**config.mk**
```make
export PLATFORM = sky130hd
export DESIGN_NAME = kernel_loader_flat
export DESIGN_NICKNAME = d
export VERILOG_FILES = /design/src/rtl/kernel_pkg.sv /design/src/rtl/kernel_loader_if.sv /design/src/rtl/kernel_loader.sv /design/src/flat_wrapper.sv
export SDC_FILE = /design/constraint.sdc
export NUM_CORES = 1
export LEC_CHECK = 0
export ABC_AREA = 1
export BUFFER_PORTS_ARGS = -buffer_cell sky130_fd_sc_hd__clkbuf_2
export CAP_MARGIN = 10
export CELL_PAD_IN_SITES_DETAIL_PLACEMENT = 1
export CELL_PAD_IN_SITES_GLOBAL_PLACEMENT = 1
export CORE_ASPECT_RATIO = 1.1
export CORE_MARGIN = 2
export CORE_UTILIZATION = 38
export DETAILED_ROUTE_END_ITERATION = 8
export PLACE_DENSITY_LB_ADDON = 0.1
export SLEW_MARGIN = 20
export SYNTH_ARGS = -nofsm -noshare
export SYNTH_HDL_FRONTEND = slang
export SYNTH_SLANG_ARGS = --single-unit
export TNS_END_PERCENT = 5
```
**constraint.sdc**
```tcl
create_clock -name clk -period 2.77 [get_ports clk]
set_clock_uncertainty 0.1 [all_clocks]
set_input_delay 0.4155 -clock clk [delete_from_list [all_inputs] [get_ports clk]]
set_output_delay 0.4155 -clock clk [all_outputs]
set_load 0.01 [all_outputs]
```
**src/rtl/kernel_pkg.sv**
```systemverilog
// Shared definitions for the kernel coefficient store write path.
//   NUM_CH / NUM_COEF / KADDR_W / KWIDTH : store geometry and word width
//   kload_state_t                        : loader sequencer states
//   kwe_t                                : one-hot bank write-enable vector
package kernel_pkg;
  localparam int unsigned NUM_CH   = 16;
  localparam int unsigned NUM_COEF = 18;
  localparam int unsigned KADDR_W  = 5;
  localparam int unsigned KWIDTH   = 16;

  typedef enum logic [1:0] {IDLE, LOAD, FINISH} kload_state_t;

  typedef logic [NUM_CH-1:0] kwe_t;
endpackage

```
**src/rtl/kernel_loader_if.sv**
```systemverilog
// Coefficient stream plus kernel-store write port.
//   din / din_valid / din_ready : valid/ready input stream
//   KERNEL_write_addr           : coefficient index being written
//   KERNEL_din                  : write data broadcast to every bank
//   KERNEL_we                   : one-hot bank write enable
// master = loader side, slave = stream source / store side.
interface kernel_loader_if
  import kernel_pkg::*;
#(
  parameter int unsigned WIDTH  = KWIDTH,
  parameter int unsigned NUM_CH = kernel_pkg::NUM_CH,
  parameter int unsigned ADDR_W = KADDR_W
);
  logic [WIDTH-1:0]  din;
  logic              din_valid;
  logic              din_ready;
  logic [ADDR_W-1:0] KERNEL_write_addr;
  logic [WIDTH-1:0]  KERNEL_din;
  logic [NUM_CH-1:0] KERNEL_we;

  modport master (
    input  din, din_valid,
    output din_ready, KERNEL_write_addr, KERNEL_din, KERNEL_we
  );

  modport slave (
    output din, din_valid,
    input  din_ready, KERNEL_write_addr, KERNEL_din, KERNEL_we
  );
endinterface

```
**src/rtl/kernel_loader.sv**
```systemverilog
// Write-side sequencer for the kernel coefficient store (NUM_CH banks x
// NUM_COEF words). Converts a channel-fastest coefficient stream into a
// registered write address, broadcast write data and one-hot bank enables,
// and flags when a complete kernel set is resident.
//   clk, reset   : rising-edge clock, synchronous active-high reset
//   start        : one-cycle pulse, begins a full reload (IDLE only)
//   bus          : stream in + store write port (kernel_loader_if.master)
//   busy         : high in LOAD and FINISH
//   done         : one-cycle pulse, coincident with the last write enable
//   kernel_valid : full kernel set resident; consumers may read
module kernel_loader #(
  parameter int unsigned WIDTH    = kernel_pkg::KWIDTH,
  parameter int unsigned NUM_CH   = kernel_pkg::NUM_CH,
  parameter int unsigned NUM_COEF = kernel_pkg::NUM_COEF,
  parameter int unsigned ADDR_W   = kernel_pkg::KADDR_W
) (
  input  logic                   clk,
  input  logic                   reset,
  input  logic                   start,
  kernel_loader_if.master        bus,
  output logic                   busy,
  output logic                   done,
  output logic                   kernel_valid
);
  import kernel_pkg::*;

  localparam int unsigned CH_W = (NUM_CH > 1) ? $clog2(NUM_CH) : 1;
  localparam logic [NUM_CH-1:0] WE_ONE   = NUM_CH'(1);
  localparam logic [CH_W-1:0]   CH_LAST  = CH_W'(NUM_CH - 1);
  localparam logic [ADDR_W-1:0] COEF_LAST = ADDR_W'(NUM_COEF - 1);

  kload_state_t      state_q, state_d;
  logic [CH_W-1:0]   ch_q, ch_d;
  logic [ADDR_W-1:0] coef_q, coef_d;
  logic              kv_q, kv_d;
  logic [NUM_CH-1:0] we_q, we_d;
  logic [ADDR_W-1:0] addr_q, addr_d;
  logic [WIDTH-1:0]  din_q, din_d;
  logic              xfer;

  assign xfer = bus.din_valid && (state_q == LOAD);

  always_ff @(posedge clk) begin
    if (reset) begin
      state_q <= IDLE;
      ch_q    <= '0;
      coef_q  <= '0;
      kv_q    <= 1'b0;
      we_q    <= '0;
      addr_q  <= '0;
      din_q   <= '0;
    end else begin
      state_q <= state_d;
      ch_q    <= ch_d;
      coef_q  <= coef_d;
      kv_q    <= kv_d;
      we_q    <= we_d;
      addr_q  <= addr_d;
      din_q   <= din_d;
    end
  end

  always_comb begin
    state_d = state_q;
    ch_d    = ch_q;
    coef_d  = coef_q;
    kv_d    = kv_q;
    we_d    = '0;
    addr_d  = addr_q;
    din_d   = din_q;
    unique case (state_q)
      IDLE: begin
        if (start) begin
          state_d = LOAD;
          ch_d    = '0;
          coef_d  = '0;
          kv_d    = 1'b0;
        end
      end
      LOAD: begin
        if (xfer) begin
          we_d   = WE_ONE << ch_q;
          addr_d = coef_q;
          din_d  = bus.din;
          if (ch_q == CH_LAST) begin
            ch_d = '0;
            // Final word: the write lands in the FINISH cycle alongside done.
            if (coef_q == COEF_LAST) begin
              coef_d  = '0;
              state_d = FINISH;
            end else begin
              coef_d = coef_q + ADDR_W'(1);
            end
          end else begin
            ch_d = ch_q + CH_W'(1);
          end
        end
      end
      FINISH: begin
        state_d = IDLE;
        kv_d    = 1'b1;
      end
      default: state_d = IDLE;
    endcase
  end

  assign bus.din_ready         = (state_q == LOAD);
  assign bus.KERNEL_we         = we_q;
  assign bus.KERNEL_write_addr = addr_q;
  assign bus.KERNEL_din        = din_q;
  assign busy                  = (state_q != IDLE);
  assign done                  = (state_q == FINISH);
  assign kernel_valid          = kv_q;
endmodule

```
**src/flat_wrapper.sv**
```systemverilog
// flat-port wrapper written by rule: the top's interface ports become plain ports
module kernel_loader_flat import kernel_pkg::*;
#(
  parameter int unsigned WIDTH    = kernel_pkg::KWIDTH,
  parameter int unsigned NUM_CH   = kernel_pkg::NUM_CH,
  parameter int unsigned NUM_COEF = kernel_pkg::NUM_COEF,
  parameter int unsigned ADDR_W   = kernel_pkg::KADDR_W
)
  (clk, reset, start, busy, done, kernel_valid, bus_din, bus_din_valid, bus_din_ready, bus_KERNEL_write_addr, bus_KERNEL_din, bus_KERNEL_we);
  kernel_loader_if #(.WIDTH(WIDTH), .NUM_CH(NUM_CH), .ADDR_W(ADDR_W)) bus_i ();
  input  logic clk;
  input  logic reset;
  input  logic start;
  output logic busy;
  output logic done;
  output logic kernel_valid;
  input wire logic [$bits(bus_i.din)-1:0] bus_din;
  input wire logic [$bits(bus_i.din_valid)-1:0] bus_din_valid;
  output wire logic [$bits(bus_i.din_ready)-1:0] bus_din_ready;
  output wire logic [$bits(bus_i.KERNEL_write_addr)-1:0] bus_KERNEL_write_addr;
  output wire logic [$bits(bus_i.KERNEL_din)-1:0] bus_KERNEL_din;
  output wire logic [$bits(bus_i.KERNEL_we)-1:0] bus_KERNEL_we;
  assign bus_i.din = bus_din;
  assign bus_i.din_valid = bus_din_valid;
  assign bus_din_ready = bus_i.din_ready;
  assign bus_KERNEL_write_addr = bus_i.KERNEL_write_addr;
  assign bus_KERNEL_din = bus_i.KERNEL_din;
  assign bus_KERNEL_we = bus_i.KERNEL_we;
  kernel_loader #(.WIDTH(WIDTH), .NUM_CH(NUM_CH), .NUM_COEF(NUM_COEF), .ADDR_W(ADDR_W)) u_core (.clk(clk), .reset(reset), .start(start), .bus(bus_i), .busy(busy), .done(done), .kernel_valid(kernel_valid));
endmodule
```
; After elaboration in Yosys (flattened, before gate mapping)
; Cells that the tools add are included.
[word_totals]
in_bits = 20
word_cells = 47
output_inout_bits = 41
regBits = 49
[classes]
bitwise = 2
reduce_logical = 11
n_eq_ne = 8
shift = 1
add_sub_neg = 2
muxes = 16
[op_table]
columns = cell, n
row1 = $mux 5, 4
row2 = $shl 1x4->16 const A, 1
row3 = $mux 4, 3
row4 = $pmux 5 s2, 1
row5 = $mux 2, 4
row6 = $pmux 4 s2, 1
row7 = $reduce_and 4->1, 2
row8 = $ne 2x1->1 const B, 3
row9 = $reduce_bool 2->1, 3
row10 = $add 5x1->5 const B, 1
row11 = $eq 5x5->1 const B, 1
row12 = $add 4x1->4 const B, 1
row13 = $eq 4x4->1 const B, 1
row14 = $pmux 2 s2, 1
row15 = $reduce_and 2->1, 2
row16 = $reduce_and 3->1, 1
row17 = $reduce_or 3->1, 1
row18 = $eq 2x1->1 const B, 1
row19 = $eq 2x2->1 const B, 1
row20 = $logic_not 2->1, 1
row21 = $ne 2x2->1 const B, 1
row22 = $not 1->1, 2
row23 = $pmux 1 s2, 1
row24 = $logic_and 1x1->1, 1
row25 = $mux 1, 1

; Logic depth before layout (Yosys ltp)
; Gate-level depths: netlist (run 1).
[depth]
word_depth = 5
depth_mapped = 8
depth_no_buf = 8

; Least setup slack after synthesis (run 1)
; OpenSTA, ideal clock, no wires.
[synth_path]
kind = register to register
startpoint = register u_core.state_q[0]
endpoint = register u_core.coef_q[0]
setup_time_ps = 112
path_slack_ps = 1510
period_less_slack_ps = 1260
n_path_buf = 0
arrival_ps = 1048
required_time_ps = 2558
path_stages_with_launch = 8
cell_sequence = dfxtp_1 > inv_1 > nor2_2 > nand2_1 > nand2_4 > nand2_1 > nand2_1 > nor2_1
[synth_via]
elab_chain_cells = 4
elab_cells_between_ends = 9
cone_classes = eq/ne: 4 / mux: 1 / reduce/logical: 4
[synth_rtl]
columns = element, line_no
row1 = "start, declared", kernel_loader.sv:32  ; kload_state_t state_q, state_d;
row2 = "start signal, assigned", kernel_loader.sv:53  ; state_q <= state_d;
row3 = $eq 2x1->1 (*), --
row4 = via bus_din_ready, flat_wrapper.sv:19  ; output wire logic [$bits(bus_i.din_ready)-1:0] bus_din_ready;
row5 = $logic_and 1x1->1, kernel_loader.sv:41  ; assign xfer = bus.din_valid && (state_q == LOAD);
row6 = $ne 2x1->1 (no line), --
row7 = $reduce_and 4->1 (no line), --
row8 = "end signal, assigned", kernel_loader.sv:55  ; coef_q <= coef_d;
row9 = "end, declared", kernel_loader.sv:34  ; logic [ADDR_W-1:0] coef_q, coef_d;
; Mark *: on every way through the listed nets, which the timed path passes. The rest lies on a longest branch.
; A chain may end at the register's enable or synchronous reset.

; Final worst setup path (run 1)
[layout_path]
startpoint = register u_core.state_q[0]
endpoint = output port bus_din_ready
[layout_via]
elab_chain_cells = 1
[layout_rtl]
columns = element, line_no
row1 = $eq 2x1->1, kernel_loader.sv:107  ; assign bus.din_ready = (state_q == LOAD);
row2 = "end, declared", flat_wrapper.sv:19
; No other way between the ends.

==> load_flow_metrics.sql, run 1 <==
INSERT INTO impl_metrics (metric_group, metric, value, unit) VALUES
('pwr', 'ir_worst_vdd', '0.0003079', 'V'),
('timing', 'timing_hold_violations_final', '0', ''),
('drt', 'viasPerCell', '4.793', ''),
('drt', 'routed-via-count', '1692', ''),
('synthesis', 'mappedNetlistNets', '263', ''),
('pwr', 'power.internal', '1.090', 'mW'),
('timing', 'max_freq', '0.5756', 'GHz'),
('final_layout', 'layout.cells.most_common_list', '60 x sky130_fd_sc_hd__nand2_1, 60 x sky130_fd_sc_hd__clkbuf_2, 49 x sky130_fd_sc_hd__dfxtp_1', ''),
('drt', 'route.layer.met1.wl', '1980', 'um'),
('floorplan', 'dieArea', '5507', 'um2'),
('worst_setup_path', 'worstPathMaxFanout', '7', ''),
('synthesis', 'postSynthAreaPerCell', '7.970', 'um2'),
('synthesis', 'number_of_synthesized_register_bits', '49', ''),
('worst_setup_path', 'critPathSlowestCell', 'sky130_fd_sc_hd__dfxtp_1', ''),
('synthesis', 'synthesis.yosys.warnings', '0', ''),
('placed_design', 'post-dp-hpwl', '3370', 'um'),
('clocking', 'clock_insertion_delay_at_the_later_pin_of_the_skew_report', '0.30', 'ns'),
('final_layout', 'final_nets', '324', ''),
('clocking', 'clock_sink_count', '49', ''),
('pwr', 'power.switching_fraction', '25.39', '%'),
('synthesis', 'synth_cells', '235', ''),
('drt', 'drtPass1Iterations', '4', ''),
('final_layout', 'post_route_cells_drive_above_1_share', '25.25', '%'),
('clocking', 'cts_resized', '0', ''),
('final_layout', 'layout.core_utilization', '49.79', '%'),
('clocking', 'path_clk_slew', '0.09', 'ns'),
('drt', 'routedWlPerCell', '12.85', 'um'),
('drt', 'drt-initial-drc-count', '49', ''),
('worst_setup_path', 'critical_path_buffers_and_inverters', '2', ''),
('grt', 'grt_pass1_wl', '7665', 'um'),
('drt', 'met2_wirelength', '2305', 'um'),
('synthesis', 'synthesis.area', '1873', 'um2'),
('worst_setup_path', 'cp-start-kind', 'flip-flop', ''),
('floorplan', 'floorplan.rows', '26', ''),
('grt', 'grt_overflow', '0', ''),
('timing', 'setup_viol', '0', ''),
('synthesis', 'synthDominantAreaCellType', 'sky130_fd_sc_hd__dfxtp_1', ''),
('drt', 'final_antenna_net_count', '0', ''),
('drt', 'routed-wl-met3', '208', 'um'),
('timing', 'slew_headroom', '70.78', '%'),
('floorplan', 'die_width', '70.94', 'um'),
('worst_setup_path', 'cp_top_family', 'flip-flops', ''),
('timing', 'worst_hold_margin', '0.2359', 'ns'),
('timing', 'max_slew_violations', '0', ''),
('worst_setup_path', 'cp-end-kind', 'output port', ''),
('placed_design', 'post-place-cells', '345', ''),
('worst_setup_path', 'critical_path.max_stage_delay', '0.40', 'ns'),
('clocking', 'cts_post_setup_buffers_inserted', '0', ''),
('synthesis', 'post-synth-top-area-fraction', '52.37', '%'),
('outcome', 'result_of_the_run', 'finished clean', ''),
('final_layout', 'seq_area', '980.9', 'um2'),
('final_layout', 'multi_input_area', '774.5', 'um2'),
('floorplan', 'io_pins', '61', ''),
('clocking', 'cts_tree', 'done', ''),
('grt', 'grt_pass1_vias', '1633', ''),
('floorplan', 'core_area', '4684', 'um2'),
('worst_setup_path', 'critPathArrivalTime', '1.22', 'ns'),
('pwr', 'power_switching', '0.3710', 'mW'),
('grt', 'initial_antenna_violation_count', '0', ''),
('clocking', 'postCtsHoldBufs', '0', ''),
('placed_design', 'gp_routability_congestion', '0.7271', ''),
('synthesis', 'synth_cell_types', '21', ''),
('drt', 'top_layer', 'met4', ''),
('drt', 'remaining_drc_errors', '0', ''),
('worst_setup_path', 'critical_path.cell_chain', 'inv_1 -> nor2_2 -> clkbuf_2', ''),
('clocking', 'cts_htree_levels', '2', ''),
('timing', 'grt_setup_unrepaired', 'no', ''),
('final_layout', 'syn2layout_area_growth', '24.52', '%'),
('pwr', 'comb_power_share', '12.1', '%'),
('grt', 'track_usage', '17.22', '%'),
('worst_setup_path', 'critPathKind', 'reg -> out', '');
-- routing by layer --
metal	vias to the layer above	global-route usage, %
li1	872	-
met1	777	20.94
met2	39	30.37
met3	4	3.896
met4	0	4.528
met5	-	0
-- cell families (layout without fill, tap and decap cells) --
group	Yosys count	after routing	synth area share, %
adders and majority gates	8	8	5.344
AOI/OAI and AO/OA	32	32	8.952
buffers and inverters	28	90	6.278
DFF	49	49	52.37
and+or+nand+nor	118	118	27.05
-- cell usage after synthesis, drive strengths merged --
library cell and n:
a21oi 24, a31oi 1, buf 7, clkbuf 1
clkinv 1, dfxtp 49, ha 8, inv 19
nand2 63, nand3 14, nand4 2, nor2 26
nor3 13, o211ai 1, o21ai 6
-- metrics by stage --
stage | cell area (um2) | worst slack [ns] | total power, mW
CTS | 2332 | 1.010 | 1.480
floorplan | 1873 | 1.510 | 0.8848
finish | 2332 | 1.033 | 1.461
global placement | 2216 | 0.8997 | 0.9473
detailed placement | 2216 | 0.8721 | 0.9539
global route | 2332 | 0.9150 | 1.534
-- cell type report --
| class | count | area share, % |
|---|---|---|
| sequential | 49 | 42.06 |
| clock buffer | 7 | 3.702 |
| clock inverter | 1 | 1.288 |
| timing repair buffer | 62 | 13.52 |
| tap | 56 | 3.004 |
| inverter | 20 | 3.219 |
| multi-input combinational | 158 | 33.21 |
-- state kept, by name (all words and copies together), names as in the netlist --
register and flops:
u_core.bus.KERNEL_din 16, u_core.bus.KERNEL_we 16, u_core.bus.KERNEL_write_addr 5, u_core.ch_q 4
u_core.coef_q 5, u_core.kernel_valid 1, u_core.state_q 2
-- tightest hold or removal path: cells and delay by family --
kind / cells / cell delay, ns
compound gates: 1 / 0.05
buf+inv: 1 / 0.08
simple gates: 1 / 0.05
-- worst paths after layout --
path	start	to	slack (ns)	cells past startpoint
min reg2reg	u_core.bus.KERNEL_din[12]	u_core.bus.KERNEL_din[12]	0.37	2
min	bus_din[5]	u_core.bus.KERNEL_din[5]	0.24	3
max reg2reg	u_core.state_q[1]	u_core.bus.KERNEL_we[10]	1.21	5
max	u_core.state_q[0]	bus_din_ready	1.03	3
-- power by group through the flow --
stage	Combinational (mW)	Sequential [mW]	Clock (mW)
global route	0.203	0.763	0.568
detailed placement	0.180	0.774	0
global placement	0.174	0.773	0
floorplan	0.110	0.775	0
finish	0.176	0.758	0.527
CTS	0.181	0.758	0.541
(Power assumes the default switching activity.)
==> run 2, diff against run 1 <==
--- a/config.mk
+++ b/config.mk
@@ -5,14 +5,14 @@
 export SDC_FILE = /design/constraint.sdc
 export NUM_CORES = 1
 export LEC_CHECK = 0
-export ABC_AREA = 1
+export ABC_AREA = 0
 export BUFFER_PORTS_ARGS = -buffer_cell sky130_fd_sc_hd__clkbuf_2
 export CAP_MARGIN = 10
 export CELL_PAD_IN_SITES_DETAIL_PLACEMENT = 1
 export CELL_PAD_IN_SITES_GLOBAL_PLACEMENT = 1
 export CORE_ASPECT_RATIO = 1.1
 export CORE_MARGIN = 2
-export CORE_UTILIZATION = 38
+export CORE_UTILIZATION = 36
 export DETAILED_ROUTE_END_ITERATION = 8
 export PLACE_DENSITY_LB_ADDON = 0.1
 export SLEW_MARGIN = 20
==> constraint.sdc (replaced) <==
create_clock -name clk -period 1.64 [get_ports clk]
set_clock_uncertainty 0.1 [all_clocks]
set_input_delay 0.246 -clock clk [delete_from_list [all_inputs] [get_ports clk]]
set_output_delay 0.246 -clock clk [all_outputs]
set_load 0.01 [all_outputs]
==> load_flow_metrics.sql, run 2 <==
INSERT INTO impl_metrics (metric_group, metric, value, unit) VALUES
('final_layout', 'syn2layout_area_growth', '29.97', '%'),
('drt', 'routed_wirelength', '4377', 'um'),
('timing', 'worst_hold_margin', '0.06914', 'ns'),
('synthesis', 'synthesis.yosys.warnings', '0', ''),
('clocking', 'postCtsHoldBufs', '0', ''),
('clocking', 'cts_htree_levels', '2', ''),
('synthesis', 'netlist_top_cells_area', 'sky130_fd_sc_hd__dfxtp_1 52%, sky130_fd_sc_hd__nand2_1 10%, sky130_fd_sc_hd__a21oi_1 6.6%', ''),
('placed_design', 'post-place-cells', '334', ''),
('clocking', 'path_clk_slew', '0.09', 'ns'),
('synthesis', 'synthDominantAreaCellType', 'sky130_fd_sc_hd__dfxtp_1', ''),
('synthesis', 'postSynth.topFlopCell', 'sky130_fd_sc_hd__dfxtp_1', ''),
('grt', 'grt_pass1_vias', '1558', ''),
('synthesis', 'synth_edf_count', '0', ''),
('final_layout', 'multi_input_area', '853.3', 'um2'),
('placed_design', 'gp_routability_congestion', '0.7640', ''),
('final_layout', 'final_design_area_excluding_fillers', '2469', 'um2'),
('worst_setup_path', 'ff2ff_path_depth', '6', ''),
('min_path', 'worst_hold_path.endpoint', 'u_core.bus.KERNEL_din[3]', ''),
('final_layout', 'seq_area', '985.9', 'um2'),
('clocking', 'cts_tree', 'done', ''),
('worst_setup_path', 'critPathArrivalTime', '1.68', 'ns'),
('timing', 'worst-slew-pin-transition', '0.3466', 'ns'),
('timing', 'max_freq', '0.6331', 'GHz'),
('timing', 'grt_setup_unrepaired', 'yes', ''),
('pwr', 'clockPowerShare', '37.8', '%'),
('floorplan', 'dieArea', '5874', 'um2'),
('placed_design', 'place_area', '2315', 'um2'),
('clocking', 'cts_inserted_buffers', '5', ''),
('floorplan', 'io_pins', '61', ''),
('clocking', 'ctsLongestPathBuffers', '2', ''),
('worst_setup_path', 'ff2ff_setup_slack', '0.06', 'ns'),
('final_layout', 'final_nets', '311', ''),
('synthesis', 'async_flop_share', '0', '%'),
('floorplan', 'initial_core_util', '37.73', '%'),
('min_path', 'hold_start', 'bus_din[3]', ''),
('min_path', 'whs_path_depth', '3', ''),
('synthesis', 'post-synth-top-area-fraction', '51.65', '%'),
('worst_setup_path', 'launch_point_of_the_worst_reg_to_reg_path', 'u_core.coef_q[1]', ''),
('timing', 'timing_hold_violations_final', '0', ''),
('pwr', 'power_switching', '0.5121', 'mW'),
('pwr', 'power_per_cell_area', '936.9', 'nW/um2'),
('pwr', 'power.internal', '1.801', 'mW'),
('placed_design', 'placement.io_buffers', '60', ''),
('worst_setup_path', 'cp-start-kind', 'flip-flop', ''),
('final_layout', 'post_route_cells_drive_above_1_share', '33.80', '%'),
('floorplan', 'core_area', '5034', 'um2'),
('drt', 'routedWlPerCell', '12.80', 'um'),
('timing', 'setup_viol', '0', ''),
('drt', 'viasPerCell', '4.801', ''),
('final_layout', 'most_common_library_cell_in_the_layout_ignoring_fill_and_taps', 'sky130_fd_sc_hd__clkbuf_2', ''),
('floorplan', 'floorplan.rows', '27', ''),
('clocking', 'ctsRootBufferMaster', 'sky130_fd_sc_hd__clkbuf_8', ''),
('grt', 'grt_overflow', '0', ''),
('final_layout', 'fill_cells', '616', ''),
('drt', 'routed-via-count', '1642', ''),
('worst_setup_path', 'worstPathMaxFanout', '5', ''),
('grt', 'grt_pass1_wl', '6927', 'um'),
('drt', 'drt-initial-drc-count', '40', ''),
('synthesis', 'postSynthAreaPerCell', '8.834', 'um2'),
('synthesis', 'synth_cells', '215', ''),
('final_layout', 'layout.core_utilization', '49.04', '%'),
('drt', 'remaining_drc_errors', '0', ''),
('synthesis', 'number_of_synthesized_register_bits', '49', ''),
('worst_setup_path', 'critical_path_buffers_and_inverters', '1', ''),
('pwr', 'ir_worst_vdd', '0.0006010', 'V'),
('synthesis', 'ys_top_cells_by_count', '52 x sky130_fd_sc_hd__nand2_1, 49 x sky130_fd_sc_hd__dfxtp_1, 25 x sky130_fd_sc_hd__a21oi_1, 17 x sky130_fd_sc_hd__nor2_1, 9 x sky130_fd_sc_hd__inv_1', ''),
('synthesis', 'synth_cell_types', '36', ''),
('pwr', 'sequentialPowerShare', '53.3', '%'),
('synthesis', 'synth_seq_area_share', '51.65', '%'),
('worst_setup_path', 'critPathKind', 'reg -> reg', ''),
('timing', 'slew_headroom', '76.89', '%'),
('timing', 'finalWorstPathRequiredPeriod', '1.580', 'ns'),
('drt', 'final_antenna_net_count', '0', ''),
('floorplan', 'dieHeight', '80.18', 'um'),
('synthesis', 'mappedNetlistNets', '243', ''),
('worst_setup_path', 'cp-end-kind', 'flip-flop', ''),
('pwr', 'comb_power_share', '9.0', '%'),
('worst_setup_path', 'cp_top_family', 'simple AND/OR/NAND/NOR gates', ''),
('placed_design', 'post-dp-hpwl', '3227', 'um'),
('pwr', 'power.switching_fraction', '22.14', '%'),
('worst_setup_path', 'critPathSlowestCell', 'sky130_fd_sc_hd__dfxtp_1', ''),
('grt', 'initial_antenna_violation_count', '0', ''),
('worst_setup_path', 'rr_endpoint', 'u_core.coef_q[0]', ''),
('final_layout', 'fin_cells', '342', ''),
('final_layout', 'antennaDiodeCount', '0', ''),
('floorplan', 'die_width', '73.26', 'um'),
('synthesis', 'synthesis.area', '1899', 'um2'),
('synthesis', 'synthMostInstantiatedCell', 'sky130_fd_sc_hd__nand2_1', ''),
('grt', 'track_usage', '15.03', '%'),
('clocking', 'cts_post_setup_buffers_inserted', '0', ''),
('worst_setup_path', 'critical_path.cell_chain', 'inv_1 -> ha_1 -> and4bb_2 -> nor2_4 -> nand2_2 -> o31ai_2', ''),
('min_path', 'hold_class', 'in -> reg', ''),
('outcome', 'result_of_the_run', 'finished clean', ''),
('worst_setup_path', 'cp_data_required_time', '1.74', 'ns'),
('timing', 'max_slew_violations', '0', ''),
('final_layout', 'layout.cells.most_common_list', '60 x sky130_fd_sc_hd__clkbuf_2, 52 x sky130_fd_sc_hd__nand2_1, 45 x sky130_fd_sc_hd__dfxtp_1', ''),
('pwr', 'power.leakage', '1.068', 'nW'),
('grt', 'largest_net_degree_at_the_start_of_global_routing', '23', ''),
('worst_setup_path', 'cp-startpoint', 'u_core.coef_q[1]', ''),
('drt', 'drtPass1Iterations', '4', ''),
('clocking', 'clock_sink_count', '49', ''),
('timing', 'part_of_the_cycle_the_worst_path_needs', '96.31', '%'),
('worst_setup_path', 'critical_path.max_stage_delay', '0.40', 'ns'),
('job', 'maxCapViolCount', '0', ''),
('clocking', 'clock_insertion_delay_at_the_later_pin_of_the_skew_report', '0.29', 'ns'),
('clocking', 'cts_resized', '0', '');
run 2: area by class of cell:
class | instances | share of cell area [%]
Tap cell | 58 | 2.940
Sequential cell | 49 | 39.94
Inverter | 9 | 1.368
Clock inverter | 2 | 1.521
Timing Repair Buffer | 72 | 16.32
Clock buffer | 6 | 3.345
Multi-Input combinational cell | 146 | 34.57
run 2: power by group through the flow:
stage	Clock, mW	Sequential, mW	Combinational (mW)
global route	0.964	1.24	0.232
CTS	0.912	1.23	0.208
floorplan	0	1.27	0.113
finish	0.873	1.23	0.207
detailed placement	0	1.26	0.208
global placement	0	1.26	0.206
run 2: stage by stage:
stage,power [mW],setup slack [ns],TNS [ns]
floorplan,1.378,0.1132,0
global placement,1.464,0.09558,0
detailed placement,1.467,0.02668,0
CTS,2.352,0.002613,0
global route,2.432,-0.04909,-0.1240
finish,2.313,0.06046,0
run 2: worst max path at each step:
stage                                   to  depth (start not counted)
after floorplan           u_core.coef_q[2]                          5
after global placement    u_core.coef_q[3]                          5
after detailed placement  u_core.coef_q[3]                          5
after CTS                 u_core.coef_q[0]                          5
after global routing      u_core.coef_q[0]                          6
final                     u_core.coef_q[0]                          6
run 2: kinds of logic (layout without fill, tap and decap cells):
family | count (synthesis) | in the layout | synth area share, %
flip-flops | 49 | 49 | 51.65
AND/OR/NAND/NOR | 100 | 100 | 24.77
multiplexers | 1 | 1 | 0.5270
adder cells (fa/ha/maj) | 8 | 8 | 5.270
AO/OA/AOI/OAI | 37 | 37 | 12.85
buffers and inverters | 20 | 89 | 4.940
run 2: tightest hold or removal path: stages:
cell and delay (ns):
sky130_fd_sc_hd__clkbuf_2 0.08, sky130_fd_sc_hd__nand2_1 0.04, sky130_fd_sc_hd__a21oi_1 0.05
run 2: routing by layer:
layer  vias to the layer above  GRT usage [%]  wire length (um)
met5                         -              0                 0
met4                         0          4.444                41
met3                         4          3.639               224
met2                        37          25.41              2092
met1                       754          18.73              2018
li1                        847              -                 -
